==> src/rtl/ov5640_data_capture.sv <==
// ============================================================================
// Module      : ov5640_data_capture
// Description : OV5640 byte capture; pairs RGB565 bytes, expands to RGB888 and
//               gates writes until the sensor has settled for PIC_WAIT frames.
// Revision    : 1.0 - initial release
// ============================================================================
`default_nettype none

module ov5640_data_capture #(
  parameter int PIC_WAIT = 10,
  parameter int H_PIXEL  = 640,
  parameter int V_PIXEL  = 480
) (
  input  logic        sys_clk,
  input  logic        sys_rst,
  input  logic        sys_init_done,
  input  logic        ov5640_vsync,
  input  logic        ov5640_href,
  input  logic [7:0]  ov5640_data,
  output logic        ov5640_wr_en,
  output logic [23:0] ov5640_data_out,
  output logic        pic_valid,
  output logic [3:0]  frame_cnt,
  output logic        line_err,
  output logic        frame_err
);

  logic        init_meta_q, init_s_q;
  logic        vsync_r_q, vsync_d_q, href_r_q, href_d_q;
  logic [7:0]  data_r_q, hi_byte_q, hi_byte_d;
  logic        byte_phase_q, byte_phase_d;
  logic [9:0]  pix_cnt_q, pix_cnt_d;
  logic [8:0]  line_cnt_q, line_cnt_d, line_cnt_end;
  logic [3:0]  frame_cnt_q, frame_cnt_d;
  logic        pic_valid_q, pic_valid_d;
  logic        wr_en_q, wr_en_d;
  logic [23:0] data_out_q, data_out_d;
  logic        line_err_q, line_err_d, frame_err_q, frame_err_d;

  logic        vs_rise, href_fall, pix_done;
  logic [15:0] pixel565;
  logic [23:0] pixel888;

  always_comb begin
    vs_rise   = vsync_r_q & ~vsync_d_q;
    href_fall = ~href_r_q & href_d_q;
    pix_done  = href_r_q & byte_phase_q;
    pixel565  = {hi_byte_q, data_r_q};
    pixel888  = {pixel565[15:11], pixel565[15:13],
                 pixel565[10:5],  pixel565[10:9],
                 pixel565[4:0],   pixel565[4:2]};

    frame_cnt_d = frame_cnt_q;
    pic_valid_d = pic_valid_q;
    if (!init_s_q) begin
      frame_cnt_d = 4'd0;
      pic_valid_d = 1'b0;
    end else if (vs_rise && (frame_cnt_q != 4'(PIC_WAIT))) begin
      frame_cnt_d = frame_cnt_q + 4'd1;
      if (frame_cnt_d == 4'(PIC_WAIT)) begin
        pic_valid_d = 1'b1;
      end
    end

    byte_phase_d = href_r_q ? ~byte_phase_q : 1'b0;
    hi_byte_d    = (href_r_q && !byte_phase_q) ? data_r_q : hi_byte_q;

    // Use the post-edge pic_valid so a dropped init stops writes one cycle sooner.
    wr_en_d    = pix_done & pic_valid_d;
    data_out_d = wr_en_d ? pixel888 : data_out_q;

    pix_cnt_d = pix_cnt_q;
    if (href_fall) begin
      pix_cnt_d = 10'd0;
    end else if (pix_done) begin
      pix_cnt_d = pix_cnt_q + 10'd1;
    end

    // A line ending on the same edge as vs_rise belongs to the finished frame.
    line_cnt_end = line_cnt_q + {8'd0, href_fall};
    line_cnt_d   = vs_rise ? 9'd0 : line_cnt_end;

    line_err_d  = line_err_q | (init_s_q & href_fall &
                  ((pix_cnt_q != 10'(H_PIXEL)) | byte_phase_q));
    frame_err_d = frame_err_q | (init_s_q & vs_rise & (frame_cnt_q != 4'd0) &
                  (line_cnt_end != 9'(V_PIXEL)));
  end

  always_ff @(posedge sys_clk or posedge sys_rst) begin
    if (sys_rst) begin
      init_meta_q  <= 1'b0;
      init_s_q     <= 1'b0;
      vsync_r_q    <= 1'b0;
      vsync_d_q    <= 1'b0;
      href_r_q     <= 1'b0;
      href_d_q     <= 1'b0;
      data_r_q     <= 8'd0;
      hi_byte_q    <= 8'd0;
      byte_phase_q <= 1'b0;
      pix_cnt_q    <= 10'd0;
      line_cnt_q   <= 9'd0;
      frame_cnt_q  <= 4'd0;
      pic_valid_q  <= 1'b0;
      wr_en_q      <= 1'b0;
      data_out_q   <= 24'd0;
      line_err_q   <= 1'b0;
      frame_err_q  <= 1'b0;
    end else begin
      init_meta_q  <= sys_init_done;
      init_s_q     <= init_meta_q;
      vsync_r_q    <= ov5640_vsync;
      vsync_d_q    <= vsync_r_q;
      href_r_q     <= ov5640_href;
      href_d_q     <= href_r_q;
      data_r_q     <= ov5640_data;
      hi_byte_q    <= hi_byte_d;
      byte_phase_q <= byte_phase_d;
      pix_cnt_q    <= pix_cnt_d;
      line_cnt_q   <= line_cnt_d;
      frame_cnt_q  <= frame_cnt_d;
      pic_valid_q  <= pic_valid_d;
      wr_en_q      <= wr_en_d;
      data_out_q   <= data_out_d;
      line_err_q   <= line_err_d;
      frame_err_q  <= frame_err_d;
    end
  end

  assign ov5640_wr_en    = wr_en_q;
  assign ov5640_data_out = data_out_q;
  assign pic_valid       = pic_valid_q;
  assign frame_cnt       = frame_cnt_q;
  assign line_err        = line_err_q;
  assign frame_err       = frame_err_q;

endmodule

`default_nettype wire

==> config.mk <==
export PLATFORM = sky130hd
export DESIGN_NAME = ov5640_data_capture
export DESIGN_NICKNAME = d
export VERILOG_FILES = /design/src/rtl/ov5640_data_capture.sv
export SDC_FILE = /design/constraint.sdc
export NUM_CORES = 1
export LEC_CHECK = 0
export ABC_AREA = 1
export BUFFER_PORTS_ARGS = -buffer_cell sky130_fd_sc_hd__buf_2
export CORE_UTILIZATION = 56
export CTS_CLUSTER_DIAMETER = 40
export DETAILED_ROUTE_END_ITERATION = 8
export HOLD_SLACK_MARGIN = 0.02
export PLACE_DENSITY = 0.84
export SLEW_MARGIN = 20
export SYNTH_ARGS = -nofsm -noshare
export SYNTH_HDL_FRONTEND = slang
export SYNTH_SLANG_ARGS = --single-unit
==> constraint.sdc <==
create_clock -name sys_clk -period 2.2 [get_ports sys_clk]
set_input_delay 0.44 -clock sys_clk [delete_from_list [all_inputs] [get_ports sys_clk]]
set_output_delay 0.44 -clock sys_clk [all_outputs]
set_load 0.1 [all_outputs]
Word-level counts from Yosys, hierarchy flattened:

Index checks and enable logic that the tools add are counted.

* bits in read-only memories: 0
* RAM bits: 0
* logic and storage cells: 54
* bits in latches: 0
* memories: 0
* output and inout port bits: 32
* bits in registers: 74

* multiply operators: 0
* eq/ne operators: 5
* add/subtract/negate cells: 3
* reductions and logical operators: 5
* shift-type cells: 0
* divide/modulo/power cells: 0
* bitwise logic cells: 15
* $lt $le $gt $ge: 0
* mux-type cells: 9

Operator list (number)
* $mux W10: 2
* $add A10 B1 Y10 const B: 1
* $ne A10 B10 Y1 const B: 1
* $add A9 B1 Y9: 1
* $and A1 B1 Y1: 9
* $mux W9: 1
* $ne A9 B9 Y1 const B: 1
* $mux W4: 2
* $add A4 B1 Y4 const B: 1
* $eq A4 B4 Y1 const B: 1
* $mux W1: 4
* $ne A4 B4 Y1 const B: 1
* $reduce_bool A4 Y1: 1
* $not A1 Y1: 3
* $or A1 B1 Y1: 3
* $logic_and A1 B1 Y1: 2
* $ne A2 B1 Y1 const B: 1
* $reduce_bool A2 Y1: 1
* $logic_not A1 Y1: 1

Depth between registers and ports, before layout:

Gate-level depths: netlist of the first run.

* word-level depth: 6
* mapped depth: 13
* depth with buffers taken out: 13

Worst setup path after synthesis of the first run:

Ideal clock, no wire load.

* path kind: register to register
* start point: register frame_cnt_q[0], in the netlist frame_cnt[0]
* end point: register data_out_q[5], in the netlist ov5640_data_out[5]
* clock period less this slack: 2335 ps
* required time: 2078 ps
* cell stages (with the launch flop): 12
* buffers on the path: 1
* data arrival time: 2213 ps
* setup slack: -135 ps
* path through: dfrtp_1 > inv_1 > ha_1 > nand3_2 > nand2_2 > nor2_2 > nand2_2 > nand2_4 > nand3_4 > buf_6 > nand2_1 > nand2_1

* word-level cells in the longest chain between the ends: 6
* elaborated cells on any way between the ends: 8

RTL lines
* start, declared: line 34 `logic [3:0] frame_cnt_q, frame_cnt_d;`
* start signal, assigned: line 120 `frame_cnt_q <= frame_cnt_d;`
* $add A4 B1 Y4: line 59 `frame_cnt_d = frame_cnt_q + 4'd1;`
* $eq A4 B4 Y1: line 60 `if (frame_cnt_d == 4'(PIC_WAIT)) begin`
* $mux W1: line 60
* $mux W1 *: line 58 `end else if (vs_rise && (frame_cnt_q != 4'(PIC_WAIT))) begin`
* $mux W1 *: line 55 `if (!init_s_q) begin`
* $and A1 B1 Y1 *: line 69 `wr_en_d = pix_done & pic_valid_d;`
* end signal, assigned: line 123 `data_out_q <= data_out_d;`
* end, declared: line 37 `logic [23:0] data_out_q, data_out_d;`

Mark *: on every way between the ends. The rest lies on a longest branch, timed or not.
A chain may end at the register's enable or synchronous reset.

Worst setup path in the final report of the first run:

* start point: register href_r_q
* end point: register frame_err_q, in the netlist frame_err

* word-level cells in the longest chain between the ends: 6

RTL lines
* start, declared: line 29 `logic vsync_r_q, vsync_d_q, href_r_q, href_d_q;`
* start signal, assigned: line 113 `href_r_q <= ov5640_href;`
* $not A1 Y1: line 46 `href_fall = ~href_r_q & href_d_q;`
* $and A1 B1 Y1: line 46
* $add A9 B1 Y9: line 80 `line_cnt_end = line_cnt_q + {8'd0, href_fall};`
* $ne A9 B9 Y1: line 86 `(line_cnt_end != 9'(V_PIXEL)));`
* $and A1 B1 Y1: line 85 `frame_err_d = frame_err_q | (init_s_q & vs_rise & (frame_cnt_q != 4'd0) &`
* $or A1 B1 Y1: line 85
* via frame_err_d: line 38 `logic line_err_q, line_err_d, frame_err_q, frame_err_d;`
* end signal, assigned: line 125 `frame_err_q <= frame_err_d;`
* end, declared: line 38

The timed path passes the listed nets, and every way through them passes these cells.

==> summary.txt, run 1 <==
Yosys
  – Sequential area share after synthesis: 55.84%
  – Post-synth ARST share: 100.0%
  – Top cell type's share of synthesized area: 55.84%
  – Commonest cells in the synthesized netlist: 102 x sky130_fd_sc_hd__nand2_1, 66 x sky130_fd_sc_hd__dfrtp_1, 33 x sky130_fd_sc_hd__inv_1
  – Post-synth EDFFs: 0
  – Mean area per synthesized cell: 9.157 um^2
  – Post-synth top area cell: sky130_fd_sc_hd__dfrtp_1
  – Synth Register Bits: 66
  – Most repeated cell in the gate-level netlist after synthesis: sky130_fd_sc_hd__nand2_1
  – Post-synthesis instance area: 0.002958 mm^2
  – Main area contributors after synthesis: sky130_fd_sc_hd__dfrtp_1 56%, sky130_fd_sc_hd__nand2_1 13%, sky130_fd_sc_hd__nand4_1 4.4%
  – Gate Count Post-Synth: 323
  – Library cells used by synthesis: 33
  – Net Count, Synth: 344
  – Count of yosys warnings during synthesis: 0
  – Top flip-flop cell by instance count after synthesis: sky130_fd_sc_hd__dfrtp_1

Cells and area
  – Post-route core utilization: 66.32%
  – Final antenna diode count: 0
  – Share of final-layout standard cells stronger than drive strength 1: 22.10%
  – Multi-input gate area: 0.001037 mm^2
  – Register area: 0.001654 mm^2
  – Post-layout net count: 388
  – Final Instance Count excl. Fillers: 441
  – Area added between synthesis and finish: 14.51%
  – Fill cell instance count of the final layout: 389
  – Post-route cell area: 0.003387 mm^2

CTS
  – Count of clock tree sinks: 66
  – Number of setup buffers added after CTS: 0
  – Clock latency reported for the late side of the worst-skew pair: 0.34 ns
  – Htree depth: 3
  – Clock input transition at the sequential cells of the worst setup and hold paths: 0.07 ns
  – Clock tree from TritonCTS: done
  – Maximum clock insertion buffer count: 2
  – Clock Root Buffer: sky130_fd_sc_hd__clkbuf_8
  – Number of clock buffers inserted by TritonCTS: 9

Setup path
  – Cell with the largest stage delay on the worst path: sky130_fd_sc_hd__dfrtp_1
  – Crit path arrival time: 2.18 ns
  – Cell breakdown of the critical path: inv_1 > nand2_1 > inv_2 > ha_1 > nand2_1 > nor2_1 > nand2_1 > nand2_1 > nand2_1 > nor2_1 > nand3_1 > nand2_1 > nand2_1
  – Library cell appearing most often on the critical path: sky130_fd_sc_hd__nand2_1
  – Delay of the slowest cell on the worst path: 0.41 ns
  – Type of the worst setup path: flip-flop to flip-flop
  – Worst endpoint required time: 2.43 ns
  – Capturing element type of the critical path: flip-flop
  – Setup slack of the most critical reg-to-reg path: 0.26 ns
  – Crit Path Max Fanout: 7
  – Kind of start point of the critical path: flip-flop
  – Kind of cell adding the most delay to the critical path: simple AND/OR/NAND/NOR gates
  – Worst path bufs/invs: 2

STA
  – Total negative slack for setup checks: 0 ns
  – Slew margin rel.: 63.06%
  – Final setup violation count: 0
  – RSZ-0062 raised after global routing: no
  – Final max-slew violation count: 0
  – Post-Route Skew: 0.01014 ns
  – Slew @ Worst Pin: 0.5529 ns
  – Highest attainable clock frequency: 514.2 MHz
  – Final period util: 88.40%
  – Final critical delay including setup and external delays: 1.945 ns
  – Number of failing hold endpoints at the final stage: 0

Detailed routing
  – Number of vias after detailed routing: 2256
  – Routed wirelength normalized by instance count: 12.73 um
  – Routed Antenna Nets: 0
  – Violation count after the first detailed-route iteration: 193
  – Final wirelength: 5614 um
  – Vias/cell: 5.116
  – Number of design rule violations left after detail routing: 0
  – Detailed-routing iteration count for the pre-antenna-repair pass: 4

Global routing
  – Wire length of the first global-routing pass: 8887 um
  – Via count of the first global-routing pass: 1983
  – Total congestion overflow after global routing: 0
  – Initial antenna violation count: 0
  – Aggregate global-route resource usage: 22.13%
  – Pin count of the biggest net entering global routing: 43

Floorplanning
  – Boundary pin count: 45
  – Effective utilization at floorplan: 57.91%
  – Die Y-Extent: 74.68 um
  – Core Box Area: 0.005107 mm^2
  – Die footprint: 0.005576 mm^2
  – Floorplan row count: 26
  – Overall die width: 74.68 um

Placement
  – Port-buffer cells: 44
  – Placer's final routability congestion estimate: 0.9337
  – Placed insts: 426
  – Placed cell area: 0.003184 mm^2
  – HPWL after DPL: 3895 um

Run
  – Max-cap violations: 0

Pwr
  – Worst supply voltage drop on vdd: 604.6 uV
  – Total power of the final layout: 2.560 mW
  – Pwr Density: 755.7 mW/mm^2
  – Static Leakage: 1.773 nW

Min path
  – Hold crit path type: input port to asynchronous set/reset pin

Status
  – Result of the run: finished, final reports clean
==> cells by family after synthesis <==
group / share of synthesized area [%]
DFF: 55.84
xor gates and xnor gates: 0.5923
and+or+nand+nor: 26.57
AOI/OAI and AO/OA: 4.526
buffers and inverters: 9.095
adders and majority gates: 3.384
==> flip-flops by register name, indices dropped and copies added, names as in the netlist, 4 cells and up <==
name	flops
data_r_q	8
pix_cnt_q	10
ov5640_data_out	16
frame_cnt	4
hi_byte_q	8
line_cnt_q	9
==> where the power goes <==
part	internal (mW)	leakage, nW	total [mW]	switching (mW)
clock	0.578	0.101	1.02	0.441
combinational	0.0594	0.813	0.221	0.162
sequential	1.27	0.859	1.32	0.0485
==> cells in the final DEF (no fill, tap or decap), types with 3 or more instances in the layout <==
master and n:
sky130_fd_sc_hd__nand2_1 102, sky130_fd_sc_hd__dfrtp_1 64, sky130_fd_sc_hd__buf_2 44, sky130_fd_sc_hd__inv_1 31
sky130_fd_sc_hd__nor2_1 21, sky130_fd_sc_hd__nand4_1 21, sky130_fd_sc_hd__nand3_1 12, sky130_fd_sc_hd__clkbuf_8 11
sky130_fd_sc_hd__o21ai_0 10, sky130_fd_sc_hd__ha_1 8, sky130_fd_sc_hd__a21oi_1 5, sky130_fd_sc_hd__buf_4 4
sky130_fd_sc_hd__inv_2 3, sky130_fd_sc_hd__nand2_2 3, sky130_fd_sc_hd__nor2_2 3, sky130_fd_sc_hd__o21bai_1 3
sky130_fd_sc_hd__nor3_1 3
==> per-stage QoR <==
step,hold WS [ns],setup slack [ns]
finish,0.1455,0.2552
global route,0.1729,0.03846
CTS,0.1542,0.1953
detailed placement,0.3379,0.2530
global placement,0.3351,0.3372
floorplan,0.3312,0.1702
==> final cells by class <==
type,instances,area share (%)
tap,70,2.586
sequential,66,48.84
timing repair buffer,49,7.979
clock buffer,11,4.470
clock inverter,4,1.515
multi-input combinational,206,30.62
inverter,35,3.990
==> metal layers <==
metal	track usage, %	part of all wire [%]	wire [um]
met5	0	0	0
met4	9.853	1.6	89
met3	6.560	4.6	256
met2	33.73	49	2726
met1	29.65	45	2542
==> final timing paths <==
path	startpoint	end	cells past startpoint
max	href_r_q	frame_err	13
max in group asynchronous	sys_rst	pix_cnt_q[1]	3
min	sys_rst	ov5640_data_out[19]	2
min reg2reg	init_meta_q	init_s_q	0
min in group sys_clk	ov5640_vsync	vsync_r_q	1
max reg2reg	href_r_q	frame_err	13
==> repair_timing <==
| action | in CTS | in global routing |
|---|---|---|
| endpoints found under the setup margin | 0 | 1 |
| gates resized for setup | 0 | 1 |
| hold buffers | 0 | 0 |
Note: power is estimated with default switching activity, not from simulation.
==> run 2, diff against run 1 <==
--- a/config.mk
+++ b/config.mk
@@ -11,7 +11,7 @@
 export CTS_CLUSTER_DIAMETER = 40
 export DETAILED_ROUTE_END_ITERATION = 8
 export HOLD_SLACK_MARGIN = 0.02
-export PLACE_DENSITY = 0.84
+export PLACE_DENSITY = 0.81
 export SLEW_MARGIN = 20
 export SYNTH_ARGS = -nofsm -noshare
 export SYNTH_HDL_FRONTEND = slang
==> summary.txt, run 2 (synthesized netlist as in run 1, its figures left out) <==
Detailed routing
  – Number of design rule violations left after detail routing: 0
  – Final wirelength: 5225 um
  – Routed Antenna Nets: 0
  – Number of vias after detailed routing: 2224
  – Vias/cell: 5.032
  – Violation count after the first detailed-route iteration: 145
  – Detailed-routing iteration count for the pre-antenna-repair pass: 5
  – Routed wirelength normalized by instance count: 11.82 um

Pwr
  – Clock Power Share: 39.6%
  – Pwr Density: 750.0 mW/mm^2
  – Worst supply voltage drop on vdd: 526.3 uV
  – Comb pwr share: 8.6%
  – Total power of the final layout: 2.542 mW
  – Power share of the sequential group: 51.9%
  – Internal cell power: 1.885 mW
  – Static Leakage: 1.775 nW
  – Switching power of the nets: 657.6 uW
  – Sw Share: 25.87%

Setup path
  – Cell with the largest stage delay on the worst path: sky130_fd_sc_hd__dfrtp_1
  – Worst reg-to-reg path cell count: 13
  – Delay of the slowest cell on the worst path: 0.42 ns
  – Setup slack of the most critical reg-to-reg path: 0.35 ns
  – Worst flop-to-flop path endpoint: frame_err
  – Crit Path Max Fanout: 7
  – Crit path arrival time: 2.08 ns
  – Kind of cell adding the most delay to the critical path: simple AND/OR/NAND/NOR gates
  – Worst endpoint required time: 2.43 ns
  – Capturing element type of the critical path: flip-flop
  – Library cell appearing most often on the critical path: sky130_fd_sc_hd__nand2_1
  – Worst path bufs/invs: 2
  – Kind of start point of the critical path: flip-flop
  – Startpoint of the lowest-slack register-to-register path: href_r_q
  – Cell breakdown of the critical path: inv_1 > nand2_1 > inv_2 > ha_1 > nand2_1 > nor2_2 > nand2_1 > nand2_1 > nand2_1 > nor2_1 > nand3_1 > nand2_1 > nand2_1
  – Type of the worst setup path: flip-flop to flip-flop

Placement
  – Placed cell area: 0.003184 mm^2
  – Placed insts: 426
  – HPWL after DPL: 3690 um
  – Placer's final routability congestion estimate: 0.8146
  – Port-buffer cells: 44

Cells and area
  – Final Instance Count excl. Fillers: 442
  – Area added between synthesis and finish: 14.59%
  – Post-route cell area: 0.003390 mm^2
  – Most frequent cells in the layout: 102 x sky130_fd_sc_hd__nand2_1, 64 x sky130_fd_sc_hd__dfrtp_1, 44 x sky130_fd_sc_hd__buf_2, 31 x sky130_fd_sc_hd__inv_1, 21 x sky130_fd_sc_hd__nand4_1
  – Flip-flop count of the largest register after layout: 16
  – Share of final-layout standard cells stronger than drive strength 1: 22.58%
  – Most common cell after layout, fill and taps aside: sky130_fd_sc_hd__nand2_1
  – Final antenna diode count: 0
  – Post-layout net count: 388

STA
  – Slew @ Worst Pin: 0.6298 ns
  – Post-Route Skew: 0.009789 ns
  – Final max-slew violation count: 0
  – Slew margin rel.: 57.92%
  – RSZ-0062 raised after global routing: no
  – Number of failing hold endpoints at the final stage: 0
  – Final Hold Slack: 0.1820 ns
  – Final period util: 84.31%
  – Total negative slack for setup checks: 0 ns
  – Highest attainable clock frequency: 539.1 MHz
  – Final critical delay including setup and external delays: 1.855 ns
  – Final setup violation count: 0

Floorplanning
  – Core Box Area: 0.005107 mm^2
  – Die footprint: 0.005576 mm^2
  – Effective utilization at floorplan: 57.91%
  – Die Y-Extent: 74.68 um
  – Floorplan row count: 26
  – Overall die width: 74.68 um
  – Boundary pin count: 45

Global routing
  – Total congestion overflow after global routing: 0
  – Initial antenna violation count: 0
  – Aggregate global-route resource usage: 20.84%
  – Via count of the first global-routing pass: 1979
  – Pin count of the biggest net entering global routing: 39
  – Wire length of the first global-routing pass: 8542 um

CTS
  – Count of clock tree sinks: 66
  – Number of clock buffers inserted by TritonCTS: 9
  – Htree depth: 3
  – Clock Root Buffer: sky130_fd_sc_hd__clkbuf_8
  – Hold-fix buffer count after cts: 0
  – Clock tree from TritonCTS: done
  – Clock input transition at the sequential cells of the worst setup and hold paths: 0.07 ns
  – Maximum clock insertion buffer count: 2
  – Clock latency reported for the late side of the worst-skew pair: 0.33 ns
  – Number of setup buffers added after CTS: 0
  – Number of gates given a new drive strength after cts: 0

Run
  – Max-cap violations: 0

Status
  – Result of the run: finished, final reports clean

Min path
  – Hold crit path type: input port to asynchronous set/reset pin
## run 2: cell count changes in the layout (fill, tap and decap cells not counted)
cell	change
sky130_fd_sc_hd__clkbuf_8	-1
sky130_fd_sc_hd__nor2_2	+1
sky130_fd_sc_hd__clkinv_2	+1
sky130_fd_sc_hd__nor2_1	-1
sky130_fd_sc_hd__inv_6	+1
## run 2: metrics by stage
stage / setup WS (ns) / util [%]
finish: 0.3451 / 66.36
global route: 0.07472 / 66.36
CTS: 0.2267 / 66.32
detailed placement: 0.2397 / 62.35
global placement: 0.3380 / 62.35
floorplan: 0.1702 / -
## run 2: how the worst max path moves through the flow
| stage | startpoint | to | slack [ns] | cells past startpoint |
|---|---|---|---|---|
| after CTS | href_r_q | frame_err | 0.23 | 13 |
| after global placement | href_r_q | frame_err | 0.34 | 13 |
| after floorplan | frame_cnt[3] | ov5640_data_out[5] | 0.17 | 8 |
| after detailed placement | href_r_q | frame_err | 0.24 | 13 |
| final | href_r_q | frame_err | 0.35 | 13 |
| after global routing | href_r_q | frame_err | 0.07 | 13 |
## run 2: worst register-to-register path: stages (launching register included)
cell,delay [ns]
sky130_fd_sc_hd__dfrtp_1,0.42
sky130_fd_sc_hd__inv_1,0.10
sky130_fd_sc_hd__nand2_1,0.14
sky130_fd_sc_hd__inv_2,0.15
sky130_fd_sc_hd__ha_1,0.20
sky130_fd_sc_hd__nand2_1,0.09
sky130_fd_sc_hd__nor2_2,0.17
sky130_fd_sc_hd__nand2_1,0.09
sky130_fd_sc_hd__nand2_1,0.06
sky130_fd_sc_hd__nand2_1,0.06
sky130_fd_sc_hd__nor2_1,0.09
sky130_fd_sc_hd__nand3_1,0.08
sky130_fd_sc_hd__nand2_1,0.06
sky130_fd_sc_hd__nand2_1,0.05
## run 2: power groups by stage
stage          Sequential (mW)  Combinational, mW  Clock [mW]
2_1_floorplan             1.38              0.115           0
3_3_place_gp              1.34              0.215           0
3_5_place_dp              1.34              0.220           0
4_1_cts                   1.32              0.220        1.04
5_1_grt                   1.33              0.244        1.09
6_report                  1.32              0.218        1.01
## run 2: final cells by class
class	count	area [um^2]
Fill cell	416	1718
Sequential cell	66	1654
Multi-Input combinational cell	206	1040
Timing Repair Buffer	49	270.3
Clock buffer	10	137.6
Inverter	35	135.1
Tap cell	70	87.58
Clock inverter	6	65.06
## run 2: routing by layer
| metal | wire length (um) | vias up | global-route usage, % |
|---|---|---|---|
| li1 | - | 1118 | - |
| met1 | 2514 | 1044 | 28.61 |
| met2 | 2429 | 58 | 29.93 |
| met3 | 245 | 4 | 6.693 |
| met4 | 36 | 0 | 10.48 |
| met5 | 0 | - | 0 |
==> run 3, diff against run 2 <==
==> constraint.sdc (replaced) <==
create_clock -name sys_clk -period 1.89 [get_ports sys_clk]
set_input_delay 0.378 -clock sys_clk [delete_from_list [all_inputs] [get_ports sys_clk]]
set_output_delay 0.378 -clock sys_clk [all_outputs]
set_load 0.1 [all_outputs]
==> summary.txt, run 3 (synthesized netlist as in run 1, its figures left out) <==
STA
  – Post-Route Skew: 0.009607 ns
  – Total negative slack for setup checks: 0 ns
  – Minimum setup slack in the final design: 0.1828 ns
  – Final max-slew violation count: 0
  – RSZ-0062 raised after global routing: no
  – Final critical delay including setup and external delays: 1.707 ns
  – Number of failing hold endpoints at the final stage: 0
  – Slew margin rel.: 67.60%
  – Final period util: 90.33%
  – Highest attainable clock frequency: 585.8 MHz
  – Final setup violation count: 0
  – Slew @ Worst Pin: 0.4893 ns

Detailed routing
  – Vias/cell: 5.180
  – Routed wirelength normalized by instance count: 12.93 um
  – Detailed-routing iteration count for the pre-antenna-repair pass: 5
  – Routed Antenna Nets: 0
  – Final wirelength: 5752 um
  – Number of design rule violations left after detail routing: 0
  – Violation count after the first detailed-route iteration: 148
  – Number of vias after detailed routing: 2305

Cells and area
  – Final antenna diode count: 0
  – Most frequent cells in the layout: 102 x sky130_fd_sc_hd__nand2_1, 62 x sky130_fd_sc_hd__dfrtp_1, 44 x sky130_fd_sc_hd__buf_2, 32 x sky130_fd_sc_hd__inv_1, 21 x sky130_fd_sc_hd__nand4_1
  – Post-layout net count: 391
  – Flip-flop count of the largest register after layout: 16
  – Final Instance Count excl. Fillers: 445
  – Share of final-layout standard cells stronger than drive strength 1: 23.20%
  – Most common cell after layout, fill and taps aside: sky130_fd_sc_hd__nand2_1
  – Area added between synthesis and finish: 15.40%

Setup path
  – Type of the worst setup path: flip-flop to flip-flop
  – Cell breakdown of the critical path: inv_1 > nand2_1 > inv_1 > ha_1 > nand2_1 > nor2_2 > nand2_1 > nand2_1 > nand2_1 > nor2_1 > nand3_1 > nand2_1 > nand2_1
  – Delay of the slowest cell on the worst path: 0.42 ns
  – Cell with the largest stage delay on the worst path: sky130_fd_sc_hd__dfrtp_1
  – Crit path arrival time: 1.95 ns
  – Crit Path Max Fanout: 4
  – Kind of start point of the critical path: flip-flop
  – Library cell appearing most often on the critical path: sky130_fd_sc_hd__nand2_1
  – Worst endpoint required time: 2.13 ns
  – Capturing element type of the critical path: flip-flop

Pwr
  – Worst supply voltage drop on vdd: 575.7 uV
  – Pwr Density: 873.6 mW/mm^2
  – Static Leakage: 1.781 nW

Run
  – Max-cap violations: 0

Floorplanning
  – Overall die width: 74.68 um
  – Boundary pin count: 45
  – Die Y-Extent: 74.68 um
  – Die footprint: 0.005576 mm^2
  – Core Box Area: 0.005107 mm^2
  – Effective utilization at floorplan: 57.91%
  – Floorplan row count: 26

CTS
  – Clock tree from TritonCTS: done
  – Clock latency reported for the late side of the worst-skew pair: 0.36 ns
  – Maximum clock insertion buffer count: 2
  – Htree depth: 3
  – Number of gates given a new drive strength after cts: 0
  – Hold-fix buffer count after cts: 0
  – Clock input transition at the sequential cells of the worst setup and hold paths: 0.07 ns
  – Count of clock tree sinks: 66
  – Clock Root Buffer: sky130_fd_sc_hd__clkbuf_8
  – Number of clock buffers inserted by TritonCTS: 9
  – Number of setup buffers added after CTS: 0

Placement
  – HPWL after DPL: 3974 um
  – Port-buffer cells: 44
  – Placed insts: 429
  – Placer's final routability congestion estimate: 0.9297
  – Post-placement worst setup slack: 0.1479 ns

Global routing
  – Pin count of the biggest net entering global routing: 32
  – Wire length of the first global-routing pass: 9397 um
  – Via count of the first global-routing pass: 2083
  – Aggregate global-route resource usage: 23.34%
  – Initial antenna violation count: 0
  – Total congestion overflow after global routing: 0

Min path
  – Hold crit path type: input port to asynchronous set/reset pin

Status
  – Result of the run: finished, final reports clean
## run 3: cell count changes in the layout (fill, tap and decap cells not counted), sizes merged
cell	before	now
buf	49	52
clkbuf	10	12
clkinv	3	2
inv	35	34
## run 3: layout make-up
class | count | area [um^2]
Clock buffer | 12 | 145.1
Sequential cell | 66 | 1659
Clock inverter | 4 | 51.30
Timing Repair Buffer | 52 | 292.8
Inverter | 35 | 135.1
Multi-Input combinational cell | 206 | 1042
Fill cell | 425 | 1694
Tap cell | 70 | 87.58
## run 3: through the flow
step	hold slack, ns	power, mW	util, %	area, um^2
final	0.03114	2.982	66.83	3413
after global routing	0.04681	3.092	66.83	3413
after CTS	0.02436	3.003	66.73	3408
after detailed placement	0.3457	1.823	62.89	3212
after global placement	0.3339	1.812	62.89	3212
after floorplan	0.3312	1.745	-	2969
## run 3: power by group
part	internal, mW	leakage, nW	switching, mW
clock network	0.646	0.0966	0.535
logic	0.0721	0.830	0.192
registers	1.48	0.855	0.0573
total	2.20	1.78	0.785
## run 3: path summary, 6_finish.rpt
path,from,endpoint,slack [ns],cells past startpoint
worst max-delay path,href_r_q,frame_err,0.18,13
worst min-delay path,sys_rst,init_s_q,0.03,2
worst max register to register,href_r_q,frame_err,0.18,13
worst min register to register,init_meta_q,init_s_q,0.35,0
max in group asynchronous,sys_rst,data_r_q[1],1.31,3
min in group sys_clk,ov5640_data[2],data_r_q[2],0.12,1
## run 3: worst max-delay path, delay by kind of cell (launching register included)
family	cells	cell delay [ns]
AND/OR/NAND/NOR	10	0.80
buffers and inverters	2	0.20
adder cells (fa/ha/maj)	1	0.19
flip-flops	1	0.42
## run 3: per-layer routing
metal  GRT usage (%)  part of all wire (%)  vias to the layer above
met5               0                     0                        -
met4           11.11                   2.3                        0
met3           7.497                   5.6                       14
met2           37.14                    49                       79
met1           29.08                    43                     1085
li1                -                     -                     1127
